==> config.mk <==
export PLATFORM = sky130hd
export DESIGN_NAME = bus_arbiter
export DESIGN_NICKNAME = d
export VERILOG_FILES = /design/src/rtl/bus_arbiter.sv
export SDC_FILE = /design/constraint.sdc
export NUM_CORES = 1
export LEC_CHECK = 0
export BUFFER_PORTS_ARGS = -buffer_cell sky130_fd_sc_hd__buf_2
export CORE_AREA = 2 2 196 198
export DETAILED_ROUTE_END_ITERATION = 8
export DIE_AREA = 0 0 198 200
export HOLD_SLACK_MARGIN = 0.15
export PLACE_DENSITY = 0.39
export SLEW_MARGIN = 20
export SYNTH_ARGS = -nofsm -noshare
export SYNTH_HDL_FRONTEND = slang
export SYNTH_SLANG_ARGS = --single-unit
==> constraint.sdc <==
create_clock -name clk -period 2.5 [get_ports clk]
set_input_delay 0.5 -clock clk [delete_from_list [all_inputs] [get_ports clk]]
set_output_delay 0.5 -clock clk [all_outputs]
set_load 0.005 [all_outputs]
==> src/rtl/bus_arbiter.sv <==
// Four-master round-robin bus arbiter with a shared slave port, slave
// decode on address bits [31:30] and a per-access ready timeout.
module bus_arbiter #(
  parameter int unsigned TIMEOUT_CYC = 255,
  parameter int unsigned RESET_PTR   = 3
) (
  input  logic         clk,
  input  logic         rst_n,
  input  logic [3:0]   m_req,
  input  logic [3:0]   m_as,
  input  logic [3:0]   m_rw,
  input  logic [127:0] m_addr,
  input  logic [127:0] m_wr_data,
  output logic [3:0]   m_grnt,
  output logic         m_rdy,
  output logic         m_err,
  output logic [31:0]  m_rd_data,
  output logic         s_as,
  output logic         s_rw,
  output logic [31:0]  s_addr,
  output logic [31:0]  s_wr_data,
  output logic [3:0]   s_cs,
  input  logic [3:0]   s_rdy,
  input  logic [127:0] s_rd_data
);

  localparam int unsigned NM = 4;
  localparam int unsigned DW = 32;
  localparam int unsigned CW = 8;

  typedef enum logic [1:0] {IDLE, OWNED, ACCESS} state_e;

  state_e          state_q, state_d;
  logic [1:0]      owner_q, owner_d;
  logic [1:0]      ptr_q, ptr_d;
  logic [CW-1:0]   cnt_q, cnt_d;
  logic [NM-1:0]   grnt_q, grnt_d;

  logic            own_req, own_as;
  logic [1:0]      sel;
  logic            rdy_sel, timed_out, done;
  logic            win_found;
  logic [1:0]      win, cand;

  assign m_grnt = grnt_q;

  // Shared slave bus mux, slave decode and completion response
  always_comb begin : bus_mux
    s_as      = 1'b0;
    s_rw      = 1'b0;
    s_addr    = '0;
    s_wr_data = '0;
    s_cs      = '0;
    own_req   = m_req[owner_q];
    own_as    = m_as[owner_q];
    if (state_q != IDLE && own_req && own_as) begin
      s_as      = 1'b1;
      s_rw      = m_rw[owner_q];
      s_addr    = m_addr[{owner_q, 5'd0} +: DW];
      s_wr_data = m_wr_data[{owner_q, 5'd0} +: DW];
    end
    sel = s_addr[31:30];
    if (s_as) s_cs = 4'b0001 << sel;
    rdy_sel   = s_rdy[sel];
    timed_out = (cnt_q == CW'(TIMEOUT_CYC - 1));
    done      = (state_q == ACCESS) && s_as && (rdy_sel || timed_out);
    m_rdy     = done;
    m_err     = done && !rdy_sel;
    m_rd_data = (done && rdy_sel && !s_rw) ? s_rd_data[{sel, 5'd0} +: DW] : '0;
  end

  // Arbitration and ownership state machine
  always_comb begin : fsm_next
    state_d   = state_q;
    owner_d   = owner_q;
    ptr_d     = ptr_q;
    cnt_d     = cnt_q;
    grnt_d    = grnt_q;
    win_found = 1'b0;
    win       = '0;
    cand      = '0;
    // search order ptr+1, ptr+2, ptr+3, ptr (k=4 wraps back to ptr)
    for (int k = 1; k <= 4; k++) begin
      cand = ptr_q + 2'(k);
      if (!win_found && m_req[cand]) begin
        win_found = 1'b1;
        win       = cand;
      end
    end
    case (state_q)
      IDLE: begin
        if (win_found) begin
          grnt_d  = 4'b0001 << win;
          owner_d = win;
          ptr_d   = win;
          state_d = OWNED;
        end else begin
          grnt_d = '0;
        end
      end
      OWNED: begin
        if (!own_req) begin
          grnt_d  = '0;
          state_d = IDLE;
        end else if (own_as) begin
          cnt_d   = '0;
          state_d = ACCESS;
        end
      end
      ACCESS: begin
        if (!own_req) begin
          grnt_d  = '0;
          state_d = IDLE;
        end else if (!own_as || done) begin
          state_d = OWNED;
        end else begin
          cnt_d = cnt_q + CW'(1);
        end
      end
      default: begin
        grnt_d  = '0;
        state_d = IDLE;
      end
    endcase
  end

  always_ff @(posedge clk or negedge rst_n) begin : state_reg
    if (!rst_n) begin
      state_q <= IDLE;
      owner_q <= '0;
      ptr_q   <= 2'(RESET_PTR);
      cnt_q   <= '0;
      grnt_q  <= '0;
    end else begin
      state_q <= state_d;
      owner_q <= owner_d;
      ptr_q   <= ptr_d;
      cnt_q   <= cnt_d;
      grnt_q  <= grnt_d;
    end
  end

endmodule

==> impl_metrics.toml <==
[critical_path]
critPathKind = "flop to primary output"
end_kind = "primary output"
worstPathArrival_ps = 2560
crit_required_ps = 2000
path_max_fanout = 11
cp-start-kind = "flop"

[sta]
setup_slack_ps = -561
finalHoldViolCount = 0
setup_viol = 111
clock.fmax_mhz = 327
slew_headroom = 0.469
period_share = 1.22
rsz0062_at_grt = "true"
worst-slew-pin-transition_ps = 796
fin_crit_ps = 3060
drv_slew = 0
whs_ps = 186
skew_ps = 4.74

[clock_tree]
htreeDepth = 1
numCtsBuffers = 3
tritoncts = "yes"
clock-sinks = 18
clk_transition_reported_paths_ps = 60
ctsRootBufferMaster = "clkbuf_16"
clockBufferDepth = 2
clock_latency_ps = 250

[global_route]
overflow = 0
grt_pass1_wl_um = 44000
antenna_found_initial = 17
grt_usage = 0.153
grt_pass1_vias = 6708
grt_max_degree = 57

[final_layout]
drive_gt1_frac = 0.781
fill_cells = 4144
area_growth_pct = 110
layout.nets = 1397
final_util = 0.236
design_area_um2 = 8840
layout.cells.non_filler = 1510

[logic_synthesis]
ys.flop_type = "dfrtp_1"
synth_top_area_frac = 0.352
synth_edf_count = 0
syn-num-nets = 834
yosysSeqAreaShare = 0.107
yosysTopAreaCell = "mux4_2"
yosysMostFrequentCell = "and3_1"
ys_top_cells_by_count = "67 x and3_1, 66 x mux4_2, 44 x nor2_1"
ys_warn_count = 0
ys_types = 53
synthesis.area_um2 = 4220
syn_avg_cell_area_um2 = 9.90
synthArstFlopShare = 1.00
netlist_instances = 426
synth-seq-cells = 18
synthTopCellsByArea = "mux4_2 35%, and3_1 9.9%, mux2_2 9.6%"

[route]
drc = 0
wl_um = 32500
ant_nets = 0
num_vias = 6477
wl_per_cell_um = 21.5
drt_iter0_drc = 343
first_pass_iters = 6
vias_per_cell = 4.29

[power]
ir_drop_mv = 0.452
p_total_w = 0.00797
p_leak_nw = 4.56
powerDensity_nw_per_um2 = 901

[floorplan]
die-area_um2 = 39600
initial_core_util = 0.113
core_um2 = 37400
rows = 71
fp.dieH_um = 200
io_pins = 510
die_w_um = 198

[place]
dp.cells = 1463
hpwl_um = 25700
placed_area_um2 = 7830
routabilityCongestion = 0.896
io_buffers = 509

[run_status]
violations = "setup timing"
status = "complete, but fails checks"

[run]
cap_viol_max_count = 0

[min_path]
hold_path_class = "input pin to async pin"
[kinds of logic (layout without fill, tap and decap cells)]
logic type / Yosys count / in the layout / synth area share
AOI/OAI and AO/OA: 78 / 78 / 0.160
DFF: 18 / 18 / 0.107
muxes: 106 / 106 / 0.458
other: 0 / 11 / 0
buffers and inverters: 63 / 624 / 0.0638
and+or+nand+nor: 155 / 156 / 0.193
adders and majority gates: 6 / 6 / 0.0178
[flip-flops by register name (all words and copies together) (netlist names)]
| register | count |
|---|---|
| cnt_q | 8 |
| m_grnt | 4 |
| owner_q | 2 |
| ptr_q | 2 |
| state_q | 2 |
[worst paths after layout]
| path | cells after the start | to | startpoint | slack (ps) |
|---|---|---|---|---|
| max in group asynchronous | 1 | owner_q[0] | rst_n | 1960 |
| min in group clk | 2 | m_grnt[3] | m_grnt[3] | 480 |
| hold / removal | 1 | cnt_q[5] | rst_n | 190 |
| hold reg to reg | 2 | m_grnt[3] | m_grnt[3] | 480 |
| setup reg to reg | 10 | cnt_q[7] | owner_q[0] | -260 |
| setup / recovery | 10 | m_rd_data[8] | owner_q[0] | -560 |
[what timing repair did]
| action | 4_1_cts | 5_1_grt |
|---|---|---|
| hold buffers | 0 | 0 |
| endpoints found under the setup margin | 110 | 112 |
| gates cloned | 13 | 1 |
| buffers inserted | 18 | 2 |
| gates resized for setup | 78 | 19 |
| pin swaps | 13 | 13 |
[routing by layer]
layer  part of all wire  GRT usage
met1               0.39      0.171
met2               0.51      0.285
met4              0.026     0.0434
met3              0.081     0.0413
met5            0.00092    0.00617
[critical path, cell delays in order (launching register included)]
cell and delay [ps]:
dfrtp_4 540, buf_4 180, buf_4 150, mux4_2 500
nor2_2 170, o211ai_1 110, buf_4 160, buf_12 140
buf_12 130, nor2_1 90, buf_2 120
[cells in the final DEF, fill, tap and decap left out, types with 3 or more instances in the layout]
cell type    n
a21o_1       4
a21oi_1      7
a222oi_1    32
and3_1      53
and3_4      14
buf_12      11
buf_16      14
buf_2      498
buf_4       62
buf_6       22
clkbuf_16    3
dfrtp_1     14
diode_2     11
ha_1         6
inv_1        7
inv_2        4
mux2_2      35
mux2i_1      3
mux4_2      66
nand2_1     13
nand2b_1     4
nand3_1      6
nor2_1      27
nor2_2      13
nor2_4       4
nor3_1       5
o211ai_1     3
o21ai_0      6
o31ai_1      3
[per-stage QoR]
| stage | setup TNS (ps) | worst slack (ps) |
|---|---|---|
| finish | -41040 | -561 |
| global route | -51800 | -641 |
| CTS | -45290 | -567 |
| detailed placement | -12920 | -441 |
| global placement | -12390 | -458 |
| floorplan | -295 | -11.3 |
[power by group]
part           internal, W  leakage [nW]  switching, W  total [W]
clock             0.000217        0.0382      0.000114   0.000331
combinational      0.00390          4.29       0.00324    0.00713
sequential        0.000406         0.232      0.000102   0.000508
[cell type report]
cell class	instances	area (µm²)	area share
diodes	11	27.5	0.00311
repair buffers	609	3880	0.438
clock buffers	4	78.8	0.00891
inverters	11	41.3	0.00467
flip-flops and latches	18	460	0.0521
multi-input cells	346	3720	0.421
well taps	511	639	0.0723
No activity file was read; power rests on OpenSTA's default activity.
